### config.mk
export PLATFORM = sky130hd
export DESIGN_NAME = dma_job_scheduler_flat
export DESIGN_NICKNAME = d
export VERILOG_FILES = /design/src/rtl/dma_job_scheduler_if.sv /design/src/rtl/dma_job_scheduler.sv /design/src/flat_wrapper.sv
export SDC_FILE = /design/constraint.sdc
export NUM_CORES = 1
export LEC_CHECK = 0
export ABC_AREA = 1
export CAP_MARGIN = 20
export CORE_ASPECT_RATIO = 0.6
export CORE_MARGIN = 8
export CORE_UTILIZATION = 47
export CTS_CLUSTER_SIZE = 40
export DETAILED_ROUTE_END_ITERATION = 8
export PLACE_DENSITY = 0.81
export RECOVER_POWER = 50
export SYNTH_ARGS = -nofsm -noshare
export SYNTH_HDL_FRONTEND = slang
export SYNTH_SLANG_ARGS = --single-unit
### constraint.sdc
create_clock -name CLOCK_50 -period 6.1 [get_ports CLOCK_50]
set_input_delay 1.22 -clock CLOCK_50 [delete_from_list [all_inputs] [get_ports CLOCK_50]]
set_output_delay 1.22 -clock CLOCK_50 [all_outputs]
set_load 0.005 [all_outputs]
### src/rtl/dma_job_scheduler_if.sv
// dma_job_scheduler_if: Avalon-MM write channel toward the DMA controller CSR slave
interface dma_job_scheduler_if;
    logic [2:0]  avm_address;
    logic        avm_write;
    logic [31:0] avm_writedata;
    logic        avm_waitrequest;
    modport master (output avm_address, avm_write, avm_writedata, input avm_waitrequest);
    modport slave (input avm_address, avm_write, avm_writedata, output avm_waitrequest);
endinterface

### src/rtl/dma_job_scheduler.sv
// dma_job_scheduler: round-robin job arbiter that programs a DMA over Avalon-MM and tracks completion
module dma_job_scheduler #(
    parameter int          ADDR_W      = 32,
    parameter int          LEN_W       = 16,
    parameter int          TIMEOUT_CYC = 1000000,
    parameter logic [31:0] CTRL_GO     = 32'h0000_008C
) (
    input  logic                  CLOCK_50,
    input  logic                  reset,
    input  logic [1:0]            req,
    input  logic [ADDR_W-1:0]     src0,
    input  logic [ADDR_W-1:0]     dst0,
    input  logic [ADDR_W-1:0]     src1,
    input  logic [ADDR_W-1:0]     dst1,
    input  logic [LEN_W-1:0]      len0,
    input  logic [LEN_W-1:0]      len1,
    output logic [1:0]            ack,
    output logic [1:0]            err,
    output logic                  busy,
    output logic                  led_done,
    output logic [15:0]           done_count,
    input  logic                  wm_done,
    dma_job_scheduler_if.master   avm
);
    localparam int CW = $clog2(TIMEOUT_CYC + 1);

    typedef enum logic [3:0] {
        IDLE, ARB, W_STAT, W_RADDR, W_WADDR, W_LEN, W_CTRL, WAIT_DONE, ABORT, FINISH
    } state_t;

    state_t              state, next;
    logic                g, last;
    logic [ADDR_W-1:0]   src_r, dst_r;
    logic [LEN_W-1:0]    len_r;
    logic [CW-1:0]       cnt;
    logic                wm_d;

    // requester 1 wins when alone or when both ask and requester 0 had the last grant
    wire             sel     = (req == 2'b11) ? ~last : req[1];
    wire [LEN_W-1:0] sel_len = sel ? len1 : len0;
    wire             wm_rise = wm_done & ~wm_d;
    wire             wr_done = ~avm.avm_waitrequest;
    wire             zero_job = (state == ARB) && (req != 2'b00) && (sel_len == '0);

    assign busy = state != IDLE;

    // state register
    always_ff @(posedge CLOCK_50 or posedge reset) begin
        if (reset) state <= IDLE;
        else       state <= next;
    end

    // next-state: each write state advances only once the slave accepts the write
    always_comb begin
        next = state;
        case (state)
            IDLE:      next = (req != 2'b00) ? ARB : IDLE;
            ARB:       next = (req == 2'b00 || sel_len == '0) ? IDLE : W_STAT;
            W_STAT:    next = wr_done ? W_RADDR : W_STAT;
            W_RADDR:   next = wr_done ? W_WADDR : W_RADDR;
            W_WADDR:   next = wr_done ? W_LEN : W_WADDR;
            W_LEN:     next = wr_done ? W_CTRL : W_LEN;
            W_CTRL:    next = wr_done ? WAIT_DONE : W_CTRL;
            WAIT_DONE: next = wm_rise ? FINISH : (cnt == CW'(TIMEOUT_CYC - 1)) ? ABORT : WAIT_DONE;
            ABORT:     next = wr_done ? IDLE : ABORT;
            FINISH:    next = IDLE;
            default:   next = IDLE;
        endcase
    end

    // CSR write decode: address/data depend only on state and latched job, so they hold during stalls
    always_comb begin
        avm.avm_write     = 1'b1;
        avm.avm_address   = 3'd0;
        avm.avm_writedata = 32'd0;
        case (state)
            W_STAT:  ;
            W_RADDR: begin avm.avm_address = 3'd1; avm.avm_writedata = 32'(src_r); end
            W_WADDR: begin avm.avm_address = 3'd2; avm.avm_writedata = 32'(dst_r); end
            W_LEN:   begin avm.avm_address = 3'd3; avm.avm_writedata = 32'(len_r); end
            W_CTRL:  begin avm.avm_address = 3'd6; avm.avm_writedata = CTRL_GO; end
            ABORT:   avm.avm_address = 3'd6;
            default: avm.avm_write = 1'b0;
        endcase
    end

    // job latch at arbitration, wm_done edge history and WAIT_DONE cycle counter
    always_ff @(posedge CLOCK_50 or posedge reset) begin
        if (reset) begin
            g     <= 1'b0;
            last  <= 1'b1;
            src_r <= '0;
            dst_r <= '0;
            len_r <= '0;
            cnt   <= '0;
            wm_d  <= 1'b0;
        end else begin
            wm_d <= wm_done;
            cnt  <= (state == WAIT_DONE) ? cnt + CW'(1) : '0;
            if (state == ARB && req != 2'b00) begin
                g     <= sel;
                last  <= sel;
                src_r <= sel ? src1 : src0;
                dst_r <= sel ? dst1 : dst0;
                len_r <= sel_len;
            end
        end
    end

    // completion pulses and sticky status; ack rides with FINISH, err with the return to IDLE
    always_ff @(posedge CLOCK_50 or posedge reset) begin
        if (reset) begin
            ack        <= 2'b00;
            err        <= 2'b00;
            led_done   <= 1'b0;
            done_count <= 16'd0;
        end else begin
            ack <= (next == FINISH) ? (g ? 2'b10 : 2'b01) : 2'b00;
            err <= zero_job ? (sel ? 2'b10 : 2'b01) :
                   (state == ABORT && wr_done) ? (g ? 2'b10 : 2'b01) : 2'b00;
            if (next == FINISH) begin
                led_done <= 1'b1;
                if (done_count != 16'hFFFF) done_count <= done_count + 16'd1;
            end
        end
    end
endmodule

### src/flat_wrapper.sv
// flat-port wrapper written by rule: the top's interface ports become plain ports
module dma_job_scheduler_flat 
#(
    parameter int          ADDR_W      = 32,
    parameter int          LEN_W       = 16,
    parameter int          TIMEOUT_CYC = 1000000,
    parameter logic [31:0] CTRL_GO     = 32'h0000_008C
)
  (CLOCK_50, reset, req, src0, dst0, src1, dst1, len0, len1, ack, err, busy, led_done, done_count, wm_done, avm_avm_address, avm_avm_write, avm_avm_writedata, avm_avm_waitrequest);
  dma_job_scheduler_if avm_i ();
  input  logic CLOCK_50;
  input  logic reset;
  input  logic [1:0] req;
  input  logic [ADDR_W-1:0] src0;
  input  logic [ADDR_W-1:0] dst0;
  input  logic [ADDR_W-1:0] src1;
  input  logic [ADDR_W-1:0] dst1;
  input  logic [LEN_W-1:0] len0;
  input  logic [LEN_W-1:0] len1;
  output logic [1:0] ack;
  output logic [1:0] err;
  output logic busy;
  output logic led_done;
  output logic [15:0] done_count;
  input  logic wm_done;
  output wire logic [$bits(avm_i.avm_address)-1:0] avm_avm_address;
  output wire logic [$bits(avm_i.avm_write)-1:0] avm_avm_write;
  output wire logic [$bits(avm_i.avm_writedata)-1:0] avm_avm_writedata;
  input wire logic [$bits(avm_i.avm_waitrequest)-1:0] avm_avm_waitrequest;
  assign avm_avm_address = avm_i.avm_address;
  assign avm_avm_write = avm_i.avm_write;
  assign avm_avm_writedata = avm_i.avm_writedata;
  assign avm_i.avm_waitrequest = avm_avm_waitrequest;
  dma_job_scheduler #(.ADDR_W(ADDR_W), .LEN_W(LEN_W), .TIMEOUT_CYC(TIMEOUT_CYC), .CTRL_GO(CTRL_GO)) u_core (.CLOCK_50(CLOCK_50), .reset(reset), .req(req), .src0(src0), .dst0(dst0), .src1(src1), .dst1(dst1), .len0(len0), .len1(len1), .ack(ack), .err(err), .busy(busy), .led_done(led_done), .done_count(done_count), .wm_done(wm_done), .avm(avm_i));
endmodule
Word-level counts from Yosys, hierarchy flattened:

Cells that the tools add are included.

* register bits: 128
* bits in latches: 0
* memory bits (writable): 0
* ROM bits: 0
* input port bits: 166
* output and inout port bits: 58
* logic and storage cells: 66
* memories: 0

* add/sub/neg operators: 2
* multiply operators: 0
* divide/modulo/power cells: 0
* $lt $le $gt $ge: 0
* eq/ne operators: 12
* shifts and indexed selects: 0
* multiplexer cells: 24
* bitwise logic cells: 4
* reductions and logical operators: 12

Operators with widths (number)
* 32-bit case mux with 4 select lines: 1
* 32-bit two-way mux: 2
* 4-bit case mux with 9 select lines: 1
* 20-bit by 1-bit adder with 20-bit output (second input constant): 1
* 20-bit equality test (second input constant): 1
* 20-bit two-way mux: 1
* 16-bit by 1-bit adder with 16-bit output (second input constant): 1
* 4-bit by 3-bit equality test with 1-bit output (second input constant): 4
* 16-bit zero test: 1
* 16-bit two-way mux: 1
* 16-bit inequality test (second input constant): 1
* 2-bit two-way mux: 7
* 4-bit two-way mux: 3
* 3-bit case mux with 4 select lines: 1
* 4-bit by 2-bit equality test with 1-bit output (second input constant): 2
* 4-bit equality test (second input constant): 2
* 1-bit two-way mux: 6
* 6-bit OR reduction: 1
* 4-bit by 1-bit equality test with 1-bit output (second input constant): 1
* 4-bit zero test: 1
* 4-bit nonzero test: 1
* 1-bit logical AND: 3
* 3-bit two-way mux: 1
* 1-bit inverter: 3
* other kinds (7): 7

Longest topological paths before layout:

Gate-level depths: netlist of the first run.

* word-level depth: 9
* mapped depth: 12
* gate-level depth less buffers: 11

Least setup slack after synthesis of the first run:

OpenSTA, ideal clock, no wires.

* kind: reg-to-output
* start: register u_core.state[3]
* end: output port avm_avm_writedata[2]
* data arrival time: 1.250 ns
* data required time: 4.880 ns
* path slack: 3.630 ns
* cell stages (with the launch flop): 7
* path buffers: 1
* path through: dfrtp_1 -> nor2_4 -> nand2_2 -> inv_1 -> clkbuf_1 -> nand2_1 -> o2111ai_1

* longest elaborated chain between the ends: 2
* elaborated cells on any way between the ends: 5
* those cells by class: eq/ne: 4; mux: 1

Ends and longest elaborated chain
* start, declared: line dma_job_scheduler.sv:31 `state_t state, next;`
* start signal, assigned: line dma_job_scheduler.sv:50 `else state <= next;`
* 4-bit by 3-bit equality test with 1-bit output or 4-bit by 2-bit equality test with 1-bit output (tied branches): line dma_job_scheduler.sv:76 `case (state)`
* 32-bit case mux with 4 select lines (*): line dma_job_scheduler.sv:76
* end, declared: line flat_wrapper.sv:28 `output wire logic [$bits(avm_i.avm_writedata)-1:0] avm_avm_writedata;`

Every way passes the cells marked *; elsewhere a longest branch is shown, timed or not.

==> results.sh, run 1 <==
export IMPL_vias=6975
export IMPL_min_path_cells=2
export IMPL_setup_violations=0
export IMPL_dp_slack_ns=1.81
export IMPL_violations="max-capacitance violations, max-slew violations"
export IMPL_grt_pass1_vias=6954
export IMPL_grt_max_degree=97
export IMPL_ff2ff_path_depth=10
export IMPL_ys_seq_elements=128
export IMPL_antennaDiodeCount=0
export IMPL_antenna_found_initial=0
export IMPL_hold_start="u_core.led_done"
export IMPL_dr_pass1_iters=7
export IMPL_synth_top_area_share_pct=46.0
export IMPL_status="complete, but fails checks"
export IMPL_syn_nets=1061
export IMPL_arrival_ns=4.64
export IMPL_place_congestion=0.929
export IMPL_num_io_pins=224
export IMPL_min_period_over_period_pct=68.1
export IMPL_syn_area_um2=6910
export IMPL_path_class="input pin to asynchronous set/reset pin"
export IMPL_synthCells=893
export IMPL_grt_pass1_wl_um=35500
export IMPL_hold_buffers=0
export IMPL_finalMaxSlewViolations=82
export IMPL_syn_to_final_growth_pct=42.7
export IMPL_worst_slack_ns=1.95
export IMPL_synth_enable_flop_cells=0
export IMPL_netlist_top_cells_count="nand2_1 (162), dfrtp_1 (127), inv_1 (118), nor2_1 (110), o21ai_0 (102)"
export IMPL_ys_flop_type="dfrtp_1"
export IMPL_htreeDepth=4
export IMPL_yosys_cell_count_top_type="nand2_1"
export IMPL_irDropWorstVdd_v=0.000196
export IMPL_r2r_slack_ns=2.89
export IMPL_r2r_start="u_core.last"
export IMPL_via_per_inst=5.34
export IMPL_root_buffer="clkbuf_16"
export IMPL_fmax_ghz=0.241
export IMPL_clk_latency_ns=0.41
export IMPL_netlist_cell_type_count=38
export IMPL_wl_um=22500
export IMPL_ant_nets=0
export IMPL_post_dp_hpwl_um=16300
export IMPL_r2r_end="u_core.err[0]"
export IMPL_tritoncts="done"
export IMPL_final_setup_tns_ns=0
export IMPL_cp_required_ns=6.59
export IMPL_power_total_uw=3850
export IMPL_cts_sinks=128
export IMPL_placed_cell_area_um2=9240
export IMPL_worstHoldPathType="flip-flop to flip-flop"
export IMPL_cap_violations=1
export IMPL_initial_utilization_pct=47.9
export IMPL_nFillCells=1155
export IMPL_grt_setup_unrepaired="no"
export IMPL_synth_avg_cell_area_um2=7.74
export IMPL_post_drt_wl_per_cell_um=17.2
export IMPL_synth_top_cells_by_area="dfrtp_1 (46%), nand2_1 (8.8%), o21ai_0 (7.4%)"
export IMPL_p_leak_uw=0.00436
export IMPL_chipWidth_um=173
export IMPL_grt_usage_pct=23.3
export IMPL_max_slew_margin_pct=-141
export IMPL_final_nets=1263
export IMPL_drt_iter0_markers=724
export IMPL_startpoint_type="input pin"
export IMPL_whs_endpoint="u_core.led_done"
export IMPL_finClkSkew_ns=0.0127
export IMPL_layout_drive_gt1_share_pct=4.79
export IMPL_crit_path_end_kind="asynchronous set/reset pin"
export IMPL_yosysWarnings=0
export IMPL_port_buffer_count=223
export IMPL_tightestPinTransition_ns=3.59
export IMPL_ys_seq_area_share_pct=46.4
export IMPL_finalHoldViolations=0
export IMPL_crit_fanout=81
export IMPL_cts_resized=0
export IMPL_yosys_area_top_type="dfrtp_1"
export IMPL_hold_ws_ns=0.462
export IMPL_clkTransAtPathRegs_ns=0.06
export IMPL_fp_dieH_um=110
export IMPL_fin_area_um2=9860
export IMPL_cts_path_max_buffers=2
export IMPL_drc=0
export IMPL_post_cts_setup_buffers=0
export IMPL_cts_buffers=17
export IMPL_period_minus_slack_ns=4.15
export IMPL_async_flop_share_pct=100
export IMPL_coreArea_um2=14400
export IMPL_die_area_um2=19000
export IMPL_num_rows=34
export IMPL_power_density_nw_per_um2=391
export IMPL_overflow=0
registers in the layout, indices dropped and copies added (netlist names):
name and count:
u_core.dst_r 32, u_core.src_r 32, u_core.cnt 20, u_core.done_count 16
u_core.len_r 16, u_core.state 4, u_core.ack 2, u_core.err 2
u_core.g 1, u_core.last 1, u_core.led_done 1, u_core.wm_d 1
where the power goes:
group	internal, uW	switching, uW	leakage (uW)
Sequential	1140	111	0.00160
Clock	697	390	0.000300
Combinational	677	837	0.00246
Total	2520	1340	0.00436
final cells by class:
| type | count | area [um^2] | area share (%) |
|---|---|---|---|
| clock buffers | 19 | 443 | 4.49 |
| well taps | 198 | 248 | 2.51 |
| flip-flops and latches | 128 | 3200 | 32.5 |
| repair buffers | 228 | 2290 | 23.3 |
| inverters | 121 | 455 | 4.62 |
| multi-input cells | 599 | 3030 | 30.8 |
| clock inverters | 12 | 184 | 1.87 |
worst max path at each step:
stage                     startpoint               to  slack [ns]  cells after the start
after detailed placement      req[0]    u_core.err[0]        1.81                     11
final                          reset  u_core.len_r[3]        1.95                      3
after floorplan                reset    u_core.ack[0]        1.47                      1
after global routing           reset  u_core.len_r[3]        1.34                      3
after global placement        req[0]    u_core.err[0]        1.89                     11
after CTS                     req[0]    u_core.err[0]        2.18                     11
placed cells by master (no fill, tap or decap), drive strengths merged, types with 11 or more instances in the layout:
cell type,count
a21oi,11
clkbuf,19
clkdlybuf4s50,203
dfrtp,127
dlygate4sd3,20
inv,122
nand2,167
nand3,28
nand4,26
nor2,115
nor3,13
o21a,14
o21ai,106
o221ai,11
o22ai,73
xor2,11
cells by family after synthesis:
group / Yosys count / share of synthesized area, %
mux: 4 / 0.579
compound gates: 223 / 18.9
simple gates: 354 / 22.2
xor+xnor: 16 / 2.03
fa+ha+maj: 2 / 0.362
flops: 128 / 46.4
buf+inv: 166 / 9.54
routing by layer:
| layer | GRT usage (%) | vias up | share of wire, % | wire length, um |
|---|---|---|---|---|
| li1 | - | 3394 | - | - |
| met1 | 29.8 | 3291 | 43 | 9700 |
| met2 | 37.5 | 271 | 46 | 10400 |
| met3 | 7.89 | 19 | 9.6 | 2160 |
| met4 | 6.49 | 0 | 1.1 | 246 |
| met5 | 0 | - | 0 | 0 |
through the flow:
| step | instances | util [%] |
|---|---|---|
| 2_1_floorplan | 893 | - |
| 3_3_place_gp | 1273 | 64.1 |
| 3_5_place_dp | 1273 | 64.1 |
| 4_1_cts | 1304 | 68.4 |
| 5_1_grt | 1305 | 68.4 |
| 6_report | 1305 | 68.4 |
critical path: stages:
cell and delay, ns:
dlygate4sd3_1 0.55, clkinvlp_2 2.02, buf_4 0.78
No activity file was read; power rests on OpenSTA's default activity.
==> inputs of run 2 (changes only) <==
Clock period 6.1 ns to 4.27 ns, I/O delays scaled along.
==> run 2 against run 1 <==
  * The flow still finishes with violations (max-capacitance violations, max-slew violations)
  * Core utilization grew 0.30 points
  * Routed wire length grew 2.0%
  * First-iteration DRC count shrank 4.4%
  * Sequential power grew 43%
  * Flip-flop and latch count is the same
  * Cell count grew 0.31%
  * Worst setup slack lost 1.2 ns
  * Total power grew 43%
  * Worst hold slack gained 0.0072 ns
  * Clock power grew 42%
  * Largest cell class unchanged
  * Highest routed layer unchanged
==> results.sh, run 2 (synthesis gave the netlist of run 1 again) <==
export IMPL_via_per_inst=5.40
export IMPL_startpoint_type="flip-flop"
export IMPL_antenna_found_initial=0
export IMPL_r2r_start="u_core.state[3]"
export IMPL_hold_buffers=0
export IMPL_p_leak_uw=0.00434
export IMPL_hold_start="u_core.led_done"
export IMPL_post_dp_hpwl_um=17100
export IMPL_critPathSlowestCell="clkdlybuf4s50_1"
export IMPL_htreeDepth=4
export IMPL_violations="max-capacitance violations, max-slew violations"
export IMPL_wl_um=23000
export IMPL_reg_top3="u_core.dst_r (32), u_core.src_r (32), u_core.cnt (20)"
export IMPL_finClkSkew_ns=0.0108
export IMPL_post_cts_setup_buffers=0
export IMPL_setup_violations=0
export IMPL_tightestPinTransition_ns=2.57
export IMPL_num_rows=34
export IMPL_cts_path_max_buffers=2
export IMPL_placed_cells=1277
export IMPL_finalMaxSlewViolations=65
export IMPL_fp_dieH_um=110
export IMPL_irDropWorstVdd_v=0.000285
export IMPL_path_class="flip-flop to output pin"
export IMPL_period_minus_slack_ns=3.53
export IMPL_vias=7067
export IMPL_cp_slowest_stage_delay_ns=0.60
export IMPL_fin_cells=1309
export IMPL_cp_required_ns=3.42
export IMPL_status="complete, but fails checks"
export IMPL_cts_sinks=128
export IMPL_die_area_um2=19000
export IMPL_dr_pass1_iters=9
export IMPL_grt_max_degree=66
export IMPL_max_slew_margin_pct=-71.6
export IMPL_worstHoldPathType="flip-flop to flip-flop"
export IMPL_place_congestion=0.910
export IMPL_crit_chain="nor2_1 -> nand2_2 -> inv_1 -> nand2_1 -> o221ai_1 -> clkdlybuf4s50_1"
export IMPL_layout_drive_gt1_share_pct=5.13
export IMPL_crit_path_end_kind="output pin"
export IMPL_root_buffer="clkbuf_16"
export IMPL_port_buffer_count=223
export IMPL_overflow=0
export IMPL_crit_fanout=12
export IMPL_finalHoldViolations=0
export IMPL_grt_pass1_wl_um=36700
export IMPL_drt_iter0_markers=692
export IMPL_antennaDiodeCount=0
export IMPL_syn_to_final_growth_pct=43.3
export IMPL_post_drt_wl_per_cell_um=17.5
export IMPL_power_total_uw=5530
export IMPL_clkTransAtPathRegs_ns=0.06
export IMPL_initial_utilization_pct=47.9
export IMPL_power_density_nw_per_um2=558
export IMPL_critical_path_startpoint="u_core.state[3]"
export IMPL_coreArea_um2=14400
export IMPL_final_setup_tns_ns=0
export IMPL_num_io_pins=224
export IMPL_clk_latency_ns=0.41
export IMPL_grt_usage_pct=24.3
export IMPL_cts_resized=0
export IMPL_drc=0
export IMPL_arrival_ns=2.67
export IMPL_chipWidth_um=173
export IMPL_grt_pass1_vias=7038
export IMPL_cts_buffers=17
export IMPL_ant_nets=0
export IMPL_cap_violations=1
export IMPL_cp_top_family="buffers and inverters"
export IMPL_grt_setup_unrepaired="no"
export IMPL_hold_ws_ns=0.469
export IMPL_nFillCells=1180
export IMPL_final_nets=1266
export IMPL_path_buf_inv=2
export IMPL_tritoncts="done"
export IMPL_layout_common_cells="clkdlybuf4s50_1 (216), nand2_1 (162), dfrtp_1 (127)"
export IMPL_min_period_over_period_pct=82.6
export IMPL_final_common_cell="clkdlybuf4s50_1"
export IMPL_fmax_ghz=0.283
[run 2: per-stage QoR]
stage               setup slack [ns]  area [um^2]  utilization [%]
floorplan                    0.00501         6910                -
global placement                1.12         9300             64.5
detailed placement              1.05         9300             64.5
CTS                            0.741         9930             68.8
global route                   0.410         9910             68.7
finish                         0.741         9910             68.7
[run 2: layout make-up]
class	instances	area, um^2	area share (%)
well taps	198	248	2.50
inverters	121	454	4.59
repair buffers	231	2330	23.5
clock inverters	13	186	1.88
multi-input cells	599	3040	30.7
clock buffers	19	443	4.47
flip-flops and latches	128	3200	32.3
[run 2: layer usage]
layer	GRT usage (%)	share of wire (%)
met1	31.5	44
met5	0	0
met4	6.92	1.5
met2	38.1	45
met3	8.68	9.7
[run 2: path summary, 6_finish.rpt]
check	endpoint	slack, ns	cells after the start
max in group asynchronous	u_core.dst_r[1]	0.98	2
worst min-delay path	u_core.led_done	0.47	2
min in group asynchronous	u_core.cnt[10]	1.78	2
worst max register to register	u_core.done_count[9]	1.23	8
worst min register to register	u_core.led_done	0.47	2
worst max-delay path	avm_avm_writedata[10]	0.74	6
[run 2: worst register-to-register path: stages (launching register included)]
cell and delay [ns]:
dfrtp_1 0.47, nor2_1 0.35, nand2_1 0.38, inv_1 0.45, nand2_1 0.12, nand2_1 0.58
nand3_4 0.33, nand2_1 0.15, nand2_1 0.07
[run 2: power by group]
part	switching (uW)	internal [uW]	leakage, uW
sequential	162	1630	0.00160
clock	559	994	0.000296
combinational	1210	970	0.00244
total	1930	3600	0.00434
